## src/rtl/result_writeback_buffer.sv

```systemverilog
// Result writeback buffer: buffers N-wide result vectors in a small FIFO and streams
// them to memory as P-element beats at consecutive element addresses.
module result_writeback_buffer #(
    parameter int DATA_WIDTH                   = 32,
    parameter int N                            = 4,
    parameter int PARALLEL_DATA_STREAMING_SIZE = 4,
    parameter int MEMORY_ADDRESS_BITS          = 64,
    parameter int MAX_MATRIX_LENGTH            = 4096,
    parameter int COUNTER_BITS                 = $clog2(MAX_MATRIX_LENGTH + 1),
    parameter int FIFO_DEPTH                   = 4
) (
    input  logic                                                      clk,
    input  logic                                                      reset,
    input  logic                                                      instruction_valid,
    output logic                                                      instruction_ready,
    input  logic [MEMORY_ADDRESS_BITS-1:0]                            address_input,
    input  logic [COUNTER_BITS-1:0]                                   length_input,
    input  logic                                                      processor_output_valid,
    output logic                                                      processor_output_ready,
    input  logic [N-1:0][DATA_WIDTH-1:0]                              processor_output_data,
    input  logic                                                      processor_output_last,
    output logic                                                      memory_write_valid,
    input  logic                                                      memory_write_ready,
    output logic [MEMORY_ADDRESS_BITS-1:0]                            memory_address,
    output logic [PARALLEL_DATA_STREAMING_SIZE-1:0][DATA_WIDTH-1:0]   memory_data,
    output logic                                                      done,
    output logic                                                      protocol_error
);
    localparam int P          = PARALLEL_DATA_STREAMING_SIZE;
    localparam int CHUNKS     = N / P;
    localparam int CHUNK_BITS = (CHUNKS > 1) ? $clog2(CHUNKS) : 1;
    localparam int BEAT_BITS  = COUNTER_BITS + CHUNK_BITS;
    localparam int PTR_BITS   = $clog2(FIFO_DEPTH);

    localparam logic [0:0] S_IDLE = 1'b0;
    localparam logic [0:0] S_RUN  = 1'b1;

    logic [0:0]                     state_q, state_d;
    logic [COUNTER_BITS-1:0]        recv_cnt_q, recv_cnt_d;
    logic [COUNTER_BITS-1:0]        length_q;
    logic [BEAT_BITS-1:0]           beat_cnt_q, beat_cnt_d;
    logic [BEAT_BITS-1:0]           total_beats;
    logic [CHUNK_BITS-1:0]          chunk_q, chunk_d;
    logic [PTR_BITS:0]              wr_ptr_q, wr_ptr_d, rd_ptr_q, rd_ptr_d;
    logic                           perr_q, perr_d;
    logic                           done_q, done_d;
    logic [MEMORY_ADDRESS_BITS-1:0] base_q;
    logic [N-1:0][DATA_WIDTH-1:0]   fifo_q [FIFO_DEPTH];
    logic [N*DATA_WIDTH-1:0]        head;

    logic run, fifo_empty, fifo_full;
    logic instr_hs, push, beat_hs, last_chunk, last_beat;

    assign run        = (state_q == S_RUN);
    assign fifo_empty = (wr_ptr_q == rd_ptr_q);
    assign fifo_full  = (wr_ptr_q[PTR_BITS] != rd_ptr_q[PTR_BITS]) &&
                        (wr_ptr_q[PTR_BITS-1:0] == rd_ptr_q[PTR_BITS-1:0]);

    assign instruction_ready      = !run;
    assign processor_output_ready = run && !fifo_full && (recv_cnt_q < length_q);
    assign memory_write_valid     = !fifo_empty;
    assign done                   = done_q;
    assign protocol_error         = perr_q;

    assign instr_hs    = instruction_valid && instruction_ready;
    assign push        = processor_output_valid && processor_output_ready;
    assign beat_hs     = memory_write_valid && memory_write_ready;
    assign last_chunk  = (chunk_q == CHUNK_BITS'(CHUNKS - 1));
    assign total_beats = BEAT_BITS'(length_q) * BEAT_BITS'(CHUNKS);
    assign last_beat   = beat_hs && (beat_cnt_q == total_beats - BEAT_BITS'(1));

    // Beat payload and address come straight from the FIFO head and registered counters.
    assign head           = fifo_q[rd_ptr_q[PTR_BITS-1:0]];
    assign memory_data    = (P*DATA_WIDTH)'(head >> (int'(chunk_q) * P * DATA_WIDTH));
    assign memory_address = base_q + MEMORY_ADDRESS_BITS'(beat_cnt_q) * MEMORY_ADDRESS_BITS'(P);

    always_comb begin
        state_d    = state_q;
        recv_cnt_d = recv_cnt_q;
        beat_cnt_d = beat_cnt_q;
        chunk_d    = chunk_q;
        wr_ptr_d   = wr_ptr_q;
        rd_ptr_d   = rd_ptr_q;
        perr_d     = perr_q;
        done_d     = 1'b0;

        if (instr_hs) begin
            state_d    = S_RUN;
            recv_cnt_d = '0;
            beat_cnt_d = '0;
            perr_d     = 1'b0;
        end

        if (push) begin
            wr_ptr_d   = wr_ptr_q + (PTR_BITS+1)'(1);
            recv_cnt_d = recv_cnt_q + COUNTER_BITS'(1);
            if (processor_output_last != (recv_cnt_q == length_q - COUNTER_BITS'(1)))
                perr_d = 1'b1;
        end

        if (beat_hs) begin
            beat_cnt_d = beat_cnt_q + BEAT_BITS'(1);
            if (last_chunk) begin
                chunk_d  = '0;
                rd_ptr_d = rd_ptr_q + (PTR_BITS+1)'(1);
            end else begin
                chunk_d = chunk_q + CHUNK_BITS'(1);
            end
        end

        // A zero-length tile completes on its first RUN cycle.
        if (run && ((total_beats == '0) || last_beat)) begin
            state_d = S_IDLE;
            done_d  = 1'b1;
        end
    end

    always_ff @(posedge clk) begin
        if (reset) begin
            state_q    <= S_IDLE;
            recv_cnt_q <= '0;
            beat_cnt_q <= '0;
            chunk_q    <= '0;
            wr_ptr_q   <= '0;
            rd_ptr_q   <= '0;
            perr_q     <= 1'b0;
            done_q     <= 1'b0;
        end else begin
            state_q    <= state_d;
            recv_cnt_q <= recv_cnt_d;
            beat_cnt_q <= beat_cnt_d;
            chunk_q    <= chunk_d;
            wr_ptr_q   <= wr_ptr_d;
            rd_ptr_q   <= rd_ptr_d;
            perr_q     <= perr_d;
            done_q     <= done_d;
        end
    end

    always_ff @(posedge clk) begin
        if (instr_hs) begin
            base_q   <= address_input;
            length_q <= length_input;
        end
        if (push)
            fifo_q[wr_ptr_q[PTR_BITS-1:0]] <= processor_output_data;
    end

endmodule

```

## config.mk

```make
export PLATFORM = sky130hd
export DESIGN_NAME = result_writeback_buffer
export DESIGN_NICKNAME = d
export VERILOG_FILES = /design/src/rtl/result_writeback_buffer.sv
export SDC_FILE = /design/constraint.sdc
export NUM_CORES = 1
export LEC_CHECK = 0
export BUFFER_PORTS_ARGS = -buffer_cell sky130_fd_sc_hd__buf_2
export CELL_PAD_IN_SITES_DETAIL_PLACEMENT = 0
export CELL_PAD_IN_SITES_GLOBAL_PLACEMENT = 1
export CORE_MARGIN = 4
export CORE_UTILIZATION = 30
export DETAILED_ROUTE_END_ITERATION = 8
export PLACE_DENSITY = 0.6
export SLEW_MARGIN = 15
export SYNTH_ARGS = -nofsm -noshare
export SYNTH_HDL_FRONTEND = slang
export SYNTH_SLANG_ARGS = --single-unit
```

## constraint.sdc

```tcl
create_clock -name clk -period 5.6 [get_ports clk]
set_input_delay 1.68 -clock clk [delete_from_list [all_inputs] [get_ports clk]]
set_output_delay 1.68 -clock clk [all_outputs]
set_load 0.05 [all_outputs]
```

==> flow_metrics.env <==
export IMPL_cell_chain_critical_path="ha_1 -> inv_1 -> fa_1 -> nor2b_1 -> o21a_1 -> o21ai_0 -> a31o_2 -> a21o_1 -> or3_1 -> xnor2_1 -> buf_2"
export IMPL_critical_path_max_stage_delay_ns=0.44
export IMPL_grt_remaining_overflow=0
export IMPL_place_worst_setup_slack_ns=0.788
export IMPL_yosys_mux_area_fraction_pct=11.5
export IMPL_crit_fanout=9
export IMPL_synth_async_reset_ratio_pct=0
export IMPL_cts_sinks=627
export IMPL_hpwl_um=41900
export IMPL_vdd_ir_drop_max_mv=0.192
export IMPL_floorplan_core_area_um2=83700
export IMPL_timing_critical_path_from_type="flop"
export IMPL_yosys_area_top_type="sky130_fd_sc_hd__edfxtp_1"
export IMPL_grt_setup_unrepaired="no"
export IMPL_global_route_wire_length_before_repair_um=94300
export IMPL_drive_gt1_share_pct=36.2
export IMPL_via_count_of_the_first_global_routing_pass=15100
export IMPL_dominant_combinational_cell_family_by_area_after_synthesis="multiplexers"
export IMPL_groute_usage_overall_pct=13.8
export IMPL_final_setup_viol_count=0
export IMPL_final_setup_skew_ns=0.0267
export IMPL_synth_top_cells_by_area="sky130_fd_sc_hd__edfxtp_1 (70%), sky130_fd_sc_hd__mux4_2 (11%), sky130_fd_sc_hd__dfxtp_1 (3.0%), sky130_fd_sc_hd__xnor2_1 (2.6%), sky130_fd_sc_hd__ha_1 (1.7%)"
export IMPL_critPathRequiredTime_ns=3.92
export IMPL_via_per_inst=4.68
export IMPL_placedInstanceArea_um2=28900
export IMPL_final_antenna_net_count=0
export IMPL_worst_slew_pin_slew_ns=0.925
export IMPL_drc=0
export IMPL_n_fill_cell=7892
export IMPL_post_synth_top_area_fraction_pct=69.7
export IMPL_critical_path_slowest_cell="sky130_fd_sc_hd__dfxtp_1"
export IMPL_yosys_most_used_dff="sky130_fd_sc_hd__edfxtp_1"
export IMPL_cts_made_buffers=73
export IMPL_synthesized_area_fraction_occupied_by_ao_oa_aoi_and_oai_cells_pct=3.02
export IMPL_power_density_nw_per_um2=370
export IMPL_min_path_type="reg2reg"
export IMPL_initial_antenna_violation_count=21
export IMPL_worst_skew_pair_late_latency_ns=0.61
export IMPL_max_cap_viol_count=0
export IMPL_post_cts_hold_buffer_count=0
export IMPL_slew_headroom_pct=38.4
export IMPL_buffer_ports_inserted=407
export IMPL_synth_seq_area_share_pct=72.7
export IMPL_dieWidth_um=299
export IMPL_critPathCaptureType="output pin"
export IMPL_mappedNetlistNets=1642
export IMPL_power_leakage_uw=0.0107
export IMPL_initial_utilization_pct=30.3
export IMPL_area_share_of_fa_ha_maj_cells_after_synthesis_pct=1.80
export IMPL_cts_clk_slew_worst_paths_ns=0.06
export IMPL_final_area_um2=31300
export IMPL_final_hold_viol_count=0
export IMPL_maxClockFrequency_mhz=188
export IMPL_number_of_h_tree_levels=3
export IMPL_timing_max_transition_violations_final=0
export IMPL_layout_overhead_on_the_synthesized_area_pct=23.2
export IMPL_drt_iter0_drc=860
export IMPL_final_setup_worst_slack_ns=0.267
export IMPL_cts_root_to_sink_buffers=3
export IMPL_rows=106
export IMPL_outcome="completed"
export IMPL_detailedRoute_firstPassIterationCount=4
export IMPL_gp_congestion=0.797
export IMPL_ff_latch_count_synth=627
export IMPL_layout_min_cycle_time_ns=5.33
export IMPL_post_synth_edffs=589
export IMPL_synth_xor_xnor_area_share_pct=3.67
export IMPL_cts_resized=0
export IMPL_cts_root_buffer="sky130_fd_sc_hd__clkbuf_16"
export IMPL_wirelength_um=62800
export IMPL_synthCells=1395
export IMPL_tritoncts_clock_tree="done"
export IMPL_num_nets_final=2088
export IMPL_syn_area_per_cell_um2=18.2
export IMPL_worst_ep_arrival_time_ns=3.65
export IMPL_fin_tns_setup_ns=0
export IMPL_synth_yosys_warnings=0
export IMPL_critical_path_class="reg2out"
export IMPL_utilization_pct=37.4
export IMPL_maximum_number_of_pins_on_one_net_before_global_route_repair=94
export IMPL_top_level_ports=408
export IMPL_dr_total_vias=14200
export IMPL_mappedNetlistArea_um2=25400
export IMPL_layout_worst_path_cycle_share_pct=95.2
export IMPL_post_synth_num_cell_types=61
export IMPL_cts_setup_buffers=0
export IMPL_synthSimpleGateAreaFrac_pct=5.82
export IMPL_area_enclosed_by_the_die_boundary_um2=89300
export IMPL_die_height_um=299
export IMPL_wire_per_inst_um=20.6
==> Yosys cell counts (3+ instances only) <==
library cell and instances:
sky130_fd_sc_hd__a211oi_1 6, sky130_fd_sc_hd__a21o_1 6, sky130_fd_sc_hd__a21oi_1 38, sky130_fd_sc_hd__a31oi_1 9
sky130_fd_sc_hd__a41oi_1 3, sky130_fd_sc_hd__and2_1 5, sky130_fd_sc_hd__and3_1 28, sky130_fd_sc_hd__and4_1 6
sky130_fd_sc_hd__buf_1 14, sky130_fd_sc_hd__buf_2 3, sky130_fd_sc_hd__clkbuf_1 38, sky130_fd_sc_hd__dfxtp_1 38
sky130_fd_sc_hd__edfxtp_1 589, sky130_fd_sc_hd__ha_1 35, sky130_fd_sc_hd__inv_1 35, sky130_fd_sc_hd__mux4_2 128
sky130_fd_sc_hd__nand2_1 63, sky130_fd_sc_hd__nand3_1 41, sky130_fd_sc_hd__nand3b_1 6, sky130_fd_sc_hd__nand4_1 23
sky130_fd_sc_hd__nor2_1 58, sky130_fd_sc_hd__nor3_1 17, sky130_fd_sc_hd__nor3b_1 3, sky130_fd_sc_hd__nor4_1 7
sky130_fd_sc_hd__o21a_1 7, sky130_fd_sc_hd__o21ai_0 25, sky130_fd_sc_hd__o311ai_0 3, sky130_fd_sc_hd__o31ai_1 3
sky130_fd_sc_hd__or2_2 4, sky130_fd_sc_hd__or3_1 12, sky130_fd_sc_hd__xnor2_1 76, sky130_fd_sc_hd__xnor3_1 4
sky130_fd_sc_hd__xor2_1 20
==> metrics by stage <==
stage | hold WS, ns | cells | power [uW]
6_report | 0.508 | 3041 | 11600
5_1_grt | 0.529 | 3033 | 12100
4_1_cts | 0.513 | 3033 | 11800
3_5_place_dp | 0.503 | 2900 | 7110
3_3_place_gp | 0.485 | 2900 | 7100
2_1_floorplan | 0.479 | 1395 | 6630
==> report_power, final <==
part,switching [uW],internal [uW]
clock,1910,2680
combinational,1150,496
sequential,64.1,5260
==> path summary, 6_finish.rpt <==
check / slack, ns / from / endpoint / depth (start not counted)
max: 0.27 / beat_cnt_q[0]$_SDFFE_PP0P_ / memory_address[46] / 11
min: 0.51 / protocol_error$_SDFF_PP0_ / protocol_error$_SDFF_PP0_ / 1
max reg2reg: 1.89 / length_q[10]$_DFFE_PP_ / fifo_q[1][13]$_DFFE_PP_ / 8
min reg2reg: 0.51 / protocol_error$_SDFF_PP0_ / protocol_error$_SDFF_PP0_ / 1
==> worst max-delay path, delay by kind of cell (launching register included) <==
kind	cells	cell delay (ns)
buffers and inverters	2	0.34
adder cells (fa/ha/maj)	2	0.60
AND/OR/NAND/NOR	2	0.51
flip-flops	1	0.44
XOR/XNOR	1	0.16
AO/OA/AOI/OAI	4	0.98
==> final cells by class <==
cell class | count | area (um^2) | area share [%]
sequential | 627 | 18500 | 59.0
inverter | 35 | 133 | 0.424
clock inverter | 48 | 474 | 1.52
tap | 1134 | 1420 | 4.54
clock buffer | 85 | 1880 | 6.02
antenna | 8 | 20.0 | 0.0640
multi-input combinational | 675 | 6590 | 21.1
timing repair buffer | 429 | 2290 | 7.32
==> kinds of logic (layout without fill, tap and decap cells) <==
group	Yosys count	count (layout)
other	0	8
AO/OA/AOI/OAI	120	120
flip-flops	627	627
multiplexers	132	132
buffers and inverters	93	597
XOR/XNOR	100	100
adder cells (fa/ha/maj)	36	36
AND/OR/NAND/NOR	287	287
==> state kept, by name (all words and copies together) (netlist names), named ones only <==
register and flops:
rd_ptr_q 3, wr_ptr_q 3, length_q 13, done 1, recv_cnt_q 13, beat_cnt_q 14
base_q 64, protocol_error 1, fifo_q 512, run 1
==> metal layers <==
metal / global-route usage, % / routed length (um) / share of wire, %
met1: 17.4 / 25800 / 41
met2: 22.9 / 30400 / 48
met3: 5.18 / 5380 / 8.6
met4: 2.99 / 1120 / 1.8
met5: 0 / 143 / 0.23
==> layout by cell type, fill, tap and decap left out, types with 5 or more instances in the layout <==
cell type                   count
sky130_fd_sc_hd__a211oi_1       6
sky130_fd_sc_hd__a21o_1         6
sky130_fd_sc_hd__a21oi_1       37
sky130_fd_sc_hd__a31oi_1        8
sky130_fd_sc_hd__and2_1         5
sky130_fd_sc_hd__and3_1        24
sky130_fd_sc_hd__and4_1         6
sky130_fd_sc_hd__buf_12         7
sky130_fd_sc_hd__buf_2        407
sky130_fd_sc_hd__buf_4         15
sky130_fd_sc_hd__bufinv_16      5
sky130_fd_sc_hd__clkbuf_1      11
sky130_fd_sc_hd__clkbuf_16     73
sky130_fd_sc_hd__clkinv_1      13
sky130_fd_sc_hd__clkinv_2      17
sky130_fd_sc_hd__dfxtp_1       36
sky130_fd_sc_hd__diode_2        8
sky130_fd_sc_hd__edfxtp_1     589
sky130_fd_sc_hd__ha_1          35
sky130_fd_sc_hd__inv_1         34
sky130_fd_sc_hd__mux4_2       128
sky130_fd_sc_hd__nand2_1       63
sky130_fd_sc_hd__nand3_1       41
sky130_fd_sc_hd__nand3b_1       6
sky130_fd_sc_hd__nand4_1       23
sky130_fd_sc_hd__nor2_1        58
sky130_fd_sc_hd__nor3_1        17
sky130_fd_sc_hd__nor4_1         7
sky130_fd_sc_hd__o21a_1         7
sky130_fd_sc_hd__o21ai_0       25
sky130_fd_sc_hd__or3_1         12
sky130_fd_sc_hd__xnor2_1       76
sky130_fd_sc_hd__xor2_1        20
Note: power is estimated with default switching activity, not from simulation.
